$ cat config.mk
export PLATFORM = sky130hd
export DESIGN_NAME = word_register
export DESIGN_NICKNAME = d
export VERILOG_FILES = /design/src/rtl/word_register.sv
export SDC_FILE = /design/constraint.sdc
export NUM_CORES = 1
export LEC_CHECK = 0
export ABC_CLOCK_PERIOD_IN_PS = 900
export CAP_MARGIN = 10
export CORE_MARGIN = 4
export CORE_UTILIZATION = 38
export DETAILED_ROUTE_END_ITERATION = 6
export GPL_ROUTABILITY_DRIVEN = 0
export PLACE_DENSITY_LB_ADDON = 0.25
export SLEW_MARGIN = 20
export SYNTH_ARGS = -nofsm -noshare
export SYNTH_HDL_FRONTEND = slang
export SYNTH_SLANG_ARGS = --single-unit
export TNS_END_PERCENT = 20
$ cat constraint.sdc
create_clock -name clk -period 0.9 [get_ports clk]
set_input_delay 0.18 -clock clk [delete_from_list [all_inputs] [get_ports clk]]
set_output_delay 0.18 -clock clk [all_outputs]
set_load 0.01 [all_outputs]
$ cat src/rtl/word_register.sv
//==============================================================================
// Module      : word_register
// Description : Clocked WIDTH-bit storage register built from identical
//               1-bit hold/load cells with synchronous reset.
// Revision    : 1.0 - initial release
//==============================================================================
`default_nettype none

// One storage bit: hold/load mux in front of a rising-edge flop whose
// synchronous reset clears or presets it according to RESET_BIT.
module word_register_cell #(
    parameter logic RESET_BIT = 1'b0
) (
    input  logic clk,
    input  logic rst,
    input  logic load,
    input  logic d,
    output logic q
);

    logic r_q;
    logic w_next;

    assign w_next = load ? d : r_q;

    always_ff @(posedge clk) begin
        if (rst) begin
            r_q <= RESET_BIT;
        end else begin
            r_q <= w_next;
        end
    end

    assign q = r_q;

endmodule

module word_register #(
    parameter int              WIDTH       = 16,
    parameter logic [WIDTH-1:0] RESET_VALUE = '0
) (
    input  logic             clk,
    input  logic             rst,
    input  logic             load,
    input  logic [WIDTH-1:0] d_in,
    output logic [WIDTH-1:0] d_out
);

    // Each output bit sees only its own data bit plus the shared controls,
    // so all bits update together on the same edge.
    for (genvar i = 0; i < WIDTH; i++) begin : g_bit
        word_register_cell #(
            .RESET_BIT (RESET_VALUE[i])
        ) u_cell (
            .clk  (clk),
            .rst  (rst),
            .load (load),
            .d    (d_in[i]),
            .q    (d_out[i])
        );
    end

endmodule

`default_nettype wire

# After elaboration in Yosys (flattened, before gate mapping)
# Cells that the tools add are included.
# totals
reg_bits	16
in_bits	19
output_inout_bits	16
word_cells	16

# Depth between registers and ports, before layout
# depth
depth_word	0
depth_mapped	4
mapped_depth_nobuf	2

# Hierarchy
# From an unflattened synthesis, not the netlist that was laid out.
# hier_totals
hier_cells	48
hier_area_um2	540.5
# modules_own_cells
module	instances	cells_per_inst	area_each_um2	seq_area_each_um2
word_register_cell	16	3	33.8	20.0

# Worst setup path after synthesis
# OpenSTA, ideal clock, no wires.
# synth_path
path_kind	input-to-reg
start	in load
end	reg g_bit[0].u_cell.r_q
setup_time_ps	117
arrival_time_ps	645
required_ps	783
slack_ps	138
stages	4
path_buffers	2
path_cell_list	buf_6 -> buf_12 -> mux2i_1 -> nor2_1
# synth_lines
element	line_no	source
start, declared	44	input logic load,
end signal, assigned	30	r_q <= w_next;
end, declared	21	logic r_q;

# Final worst setup path
# layout_path
start	reg g_bit[5].u_cell.r_q
end	out d_out[5]
# layout_lines
element	line_no	source
start, declared	21	
start signal, assigned	30	
end, declared	46	output logic [WIDTH-1:0] d_out
# No word-level cell between the ends.

==> metrics.cfg <==
[status]
status = finished, violations left
violations = setup timing

[worst_setup_path]
path_depth = 1
critical-path-top-delay-family = flip-flops
setup.worst_path.start = g_bit[5].u_cell.q$_SDFFE_PP0P_
cp_num_buf_inv = 1
worstSetupPathType = flop to output port
slowest_delay_ns = 0.34
endpoint = d_out[5]
rr_worst_depth = 2
required_ns = 0.72
r2r_end = g_bit[14].u_cell.q$_SDFFE_PP0P_
timing.rr.start = g_bit[14].u_cell.q$_SDFFE_PP0P_
crit_arrival_ns = 0.73
endpoint_kind = output port
critPathLaunchType = flop
critPathSlowestCell = dfxtp_2
crit_chain = buf_6
ff2ff_setup_slack_ns = 0.24
cp_max_fo = 2

[floorplan]
dieArea_um2 = 2590
die-width_um = 50.9
core_region_area_um2 = 1750
rows = 15
ios = 35
start_util_pct = 40.1
die_h_um = 50.9

[pwr]
power_density_nw_per_um2 = 1470
power.leakage_nw = 0.490
peakVddDrop_mv = 1.08

[yosys]
seq_area_frac_synth_pct = 45.7
ys_ff_latch = 16
synth_edf_count = 0
synth.distinct_cells = 8
synth_ff_type = dfxtp_1
ys_async_sr_fraction_pct = 0
avgSynthCellArea_um2 = 10.3
yosys.area.top_type = dfxtp_1
synthTopCellsByCount = buf_4, dfxtp_1, mux2i_1, nor2_1
synth_area_leaders = dfxtp_1, mux2i_1, buf_4
synth.cell_area_um2 = 701
ys_warn_count = 0
yosysTopAreaCellShare_pct = 45.7
synth_nets = 87
synthCells = 68

[clock_tree]
cts_max_level = 1
clk_pin_slew_worst_paths_ns = 0.09
cts_sinks = 16
insertion_delay_ns = 0.28
cts_buffers = 3
cts_tree = built
hold_buffers = 0
clock_path_buffers = 2
root_buffer = clkbuf_4

[detailed_routing]
post_drt_wl_per_cell_um = 11.4
routed_wl_um = 1310
drt-pass1-iter-count = 2
drt_iter0_drc = 1
antenna_left = 0
vias = 481
vias_per_cell = 4.18
drc = 0

[grt]
grt_use_total_pct = 11.0
antenna_found_initial = 0
grt_pass1_vias = 500
overflow = 0
grt_pass1_wl_um = 2090
grt_start_max_net_pins = 10

[sta]
setup_viol = 8
drv_slew = 0
fin_ws_ns = -0.00524
skew_ns = 0
hold_viol_final = 0
hold_slack_ns = 0.498
max_freq_mhz = 1100
post-route-period-util_pct = 101
fin_crit_ns = 0.905
rsz0062_at_grt = true
worst_pin_slew_ns = 0.169
slew_headroom_pct = 88.4

[job]
cap_violations = 0

[place]
dp_hpwl_um = 966
port_buffers = 34
dpl.cell_count = 110
dpl_cell_area_um2 = 947

[hold_path]
hold_path_class = primary input to flop

[cells_and_area]
largest_reg_flops = 16
antennaDiodeCount = 0
post-route-util_pct = 60.4
fin_area_um2 = 1050
layout.nets = 110
drive_gt1_share_pct = 44.4
syn_to_final_growth_pct = 50.5
instances_no_fill = 115
fillers = 160

## kinds of logic (layout without fill, tap and decap cells)
group                  after synthesis  count (layout)  synth area share, %
buffers and inverters               20              42                 22.9
AND/OR/NAND/NOR                     16              16                 8.57
multiplexers                        16              16                 22.9
flip-flops                          16              16                 45.7
## worst min path at each step
stage / startpoint / endpoint / cells after the start
floorplan: d_in[10] / g_bit[10].u_cell.q$_SDFFE_PP0P_ / 2
global placement: g_bit[15].u_cell.q$_SDFFE_PP0P_ / g_bit[15].u_cell.q$_SDFFE_PP0P_ / 2
detailed placement: g_bit[12].u_cell.q$_SDFFE_PP0P_ / g_bit[12].u_cell.q$_SDFFE_PP0P_ / 2
CTS: d_in[13] / g_bit[13].u_cell.q$_SDFFE_PP0P_ / 3
global route: d_in[4] / g_bit[4].u_cell.q$_SDFFE_PP0P_ / 3
finish: d_in[13] / g_bit[13].u_cell.q$_SDFFE_PP0P_ / 3
## cell type report
class / instances / area (um^2) / share of cell area, %
tap: 25 / 31.3 / 2.97
clock buffer: 4 / 36.3 / 3.44
timing repair buffer: 38 / 427 / 40.5
multi-input combinational: 32 / 220 / 20.9
sequential: 16 / 340 / 32.3
## power breakdown
group          total (mW)  internal, mW  switching [mW]  leakage, nW
clock               0.454         0.246           0.208       0.0210
sequential          0.787         0.759          0.0286        0.138
combinational       0.310         0.211          0.0985        0.332
## worst register-to-register path, stage by stage (launching register included)
cell and delay, ns:
dfxtp_2 0.33, mux2i_1 0.16, nor2_1 0.06
## per-layer routing
metal / vias to the layer above / wire length [um] / GRT usage (%)
met5: - / 0 / 0
met4: 0 / 14 / 6.73
met3: 2 / 94 / 3.21
met2: 17 / 702 / 20.0
met1: 216 / 497 / 10.8
li1: 246 / - / -
## what timing repair did
action,4_1_cts,5_1_grt
hold endpoints to repair,0,0
setup buffers,0,0
gates cloned,1,0
endpoints found under the setup margin,32,16
resized for setup,97,0
## layout by cell type, fill, tap and decap left out, drive strengths merged
cell type	n
dlygate4sd2	1
clkbuf	4
mux2i	16
dfxtp	16
clkdlybuf4s50	17
nor2	16
buf	19
bufbuf	1
## per-stage QoR
stage	TNS (ns)	power [mW]	setup WS (ns)
after CTS	-0.304	1.58	-0.0225
final	-0.0188	1.55	-0.00524
after global routing	-0.706	1.65	-0.0520
after floorplan	0	0.959	0.138
after global placement	-7.02	1.07	-0.325
after detailed placement	-7.30	1.08	-0.348
(Power assumes the default switching activity.)
==> RTL change: new RTL, same settings <==
`WIDTH`: 16 -> 14.
--- a/src/rtl/word_register.sv
+++ b/src/rtl/word_register.sv
@@ -38,3 +38,3 @@
 module word_register #(
-    parameter int              WIDTH       = 16,
+    parameter int              WIDTH       = 14,
     parameter logic [WIDTH-1:0] RESET_VALUE = '0
Interface: changed (resized d_in and d_out); port bits go from 35 to 31. No check against the original RTL was run, so the function may have changed too.
==> RTL change against the original RTL <==
Global-route usage grew 0.34 points. Non-clock buffer count down 4. Sequential cell count shrank 2. Cell count is 17% lower. Worst setup slack improved by 0.0071 ns. Synthesized area fell by 13%. Die area shrank 11%. Routed wire length is 14% lower. Design area decreased by 15%. Largest power group unchanged. Total power is 10% lower. Clock skew stayed put. Critical path type unchanged.
==> RTL change: results (changes against the original RTL) <==
| Metric | Value |
|---|---|
| Post-synthesis sequential area ratio | `45.71% (unchanged)` |
| Final Skew | `0 ns (unchanged)` |
| Placed cells | `92 (was 110)` |
| Drt first pass iters | `2 (unchanged)` |
| Clk_lat worst skew | `0.27 ns` |
| Synth area leaders | `dfxtp_1 (46%), mux2i_1 (23%), buf_4 (17%), nor2_1 (8.6%), buf_12 (3.3%) (was dfxtp_1 (46%), mux2i_1 (23%), buf_4 (17%), nor2_1 (8.6%), buf_12 (2.9%))` |
| Average routed wire per standard cell | `11.73 µm (was 11.38 µm)` |
| Syn Inst Count | `59 (was 68)` |
| Max reg flops | `14 (was 16)` |
| Diodes inserted | `0 (unchanged)` |
| Worst-case reg-to-reg path depth | `2 (unchanged)` |
| Port Buffer Count | `30 (was 34)` |
| P_leak | `0.0004210 µW (was 0.0004904 µW)` |
| Peak fanout along the critical path | `2 (unchanged)` |
| Root buffer cell | `clkbuf_4 (unchanged)` |
| Syn Nets | `76 (was 87)` |
| Fill count | `137 (was 160)` |
| Max Root-Sink Buffers | `2 (unchanged)` |
| Placed Instance Area | `823.3 µm² (was 947.2 µm²)` |
| Total number of yosys warnings | `0 (unchanged)` |
| Rel. slew slack | `90.02% (was 88.39%)` |
| CP max-delay cell | `dfxtp_2 (unchanged)` |
| HP Class | `in2reg (unchanged)` |
| Post-synth top area cell | `dfxtp_1 (unchanged)` |
| Most frequent cells after synthesis | `buf_4 (14), dfxtp_1 (14), mux2i_1 (14), nor2_1 (14) (was buf_4 (16), dfxtp_1 (16), mux2i_1 (16), nor2_1 (16))` |
| Int Pwr | `1082 µW (was 1216 µW)` |
| First-pass GRT wire length | `1.731 mm (was 2.090 mm)` |
| CP arrival | `0.72 ns` |
| CP delay by family, top | `flip-flops (unchanged)` |
| H-tree depth | `1 (unchanged)` |
| Total GRT Usage | `11.31% (was 10.97%)` |
| Fin. Hold Viols | `0 (unchanged)` |
| Final net count | `98 (was 110)` |
| Status | `finished, final reports clean (was complete, but fails checks)` |
| Largest net degree at the start of global routing | `9 (was 10)` |
| Cts bufs inserted | `3 (unchanged)` |
| Vias in the first global route | `456 (was 500)` |
| Share of cells above drive strength 1 | `45.00% (was 44.44%)` |
| Cells on Worst Hold Path | `4 (was 3)` |
| Yosys cell types | `7 (was 8)` |
| DR iter-0 viols | `1 (unchanged)` |
| Primary FF master, synth | `dfxtp_1 (unchanged)` |
| Maximum vdd ir drop | `0.9965 mV (was 1.081 mV)` |
| HPWL Detailed | `907.5 µm (was 966.3 µm)` |
| Worst-path clk slew | `0.08 ns` |
| Antenna violations before repair | `0 (unchanged)` |
| Via count | `437 (was 481)` |
| Fin cells | `96 (was 115)` |
| CP max stage delay | `0.33 ns` |
-- RTL change: cell families after synthesis --
kind of cell	Yosys count	synth area share [%]
muxes	14	22.86
buffers and inverters	17	22.86
DFF	14	45.71
and+or+nand+nor	14	8.571
-- RTL change: routing by layer --
metal  vias to the layer above  GRT usage (%)  share of wire, %
li1                        217              -                 -
met1                       200          11.91                40
met2                        16          18.75                51
met3                         4          2.583               7.2
met4                         0          9.677               1.9
met5                         -              0                 0
-- RTL change: path summary, 6_finish.rpt --
| path | end | slack (ns) | from |
|---|---|---|---|
| worst min register to register | g_bit[1].u_cell.q | 0.50 | g_bit[1].u_cell.q |
| worst max-delay path | d_out[10] | 0.002 | g_bit[10].u_cell.q |
| worst min-delay path | g_bit[10].u_cell.q | 0.48 | load |
| worst max register to register | g_bit[9].u_cell.q | 0.28 | g_bit[9].u_cell.q |
-- RTL change: per-stage QoR --
stage	setup slack (ns)	total power, µW	utilization [%]
floorplan	0.1460	837.7	-
finish	0.001822	1389	59.11
global route	-0.03276	1452	59.11
global placement	-0.3084	940.0	54.02
detailed placement	-0.3292	943.8	54.02
CTS	-0.01319	1413	59.11
-- RTL change: layout make-up --
class                      count  share of cell area [%]
timing repair buffer          34                   39.31
clock buffer                   4                   4.028
multi-input combinational     28                   21.39
sequential                    14                   33.06
tap                           16                   2.222
-- RTL change: what timing repair did --
item,4_1_cts,5_1_grt
setup endpoints to repair,25,14
pin swaps,0,0
gates resized for setup,87,0
setup buffers,0,0
-- RTL change: power groups by stage --
stage	sequential [µW]	combinational [µW]	clock [µW]
finish	688	260	442
global route	693	281	478
CTS	688	265	460
detailed placement	688	256	0
global placement	688	252	0
floorplan	684	153	0
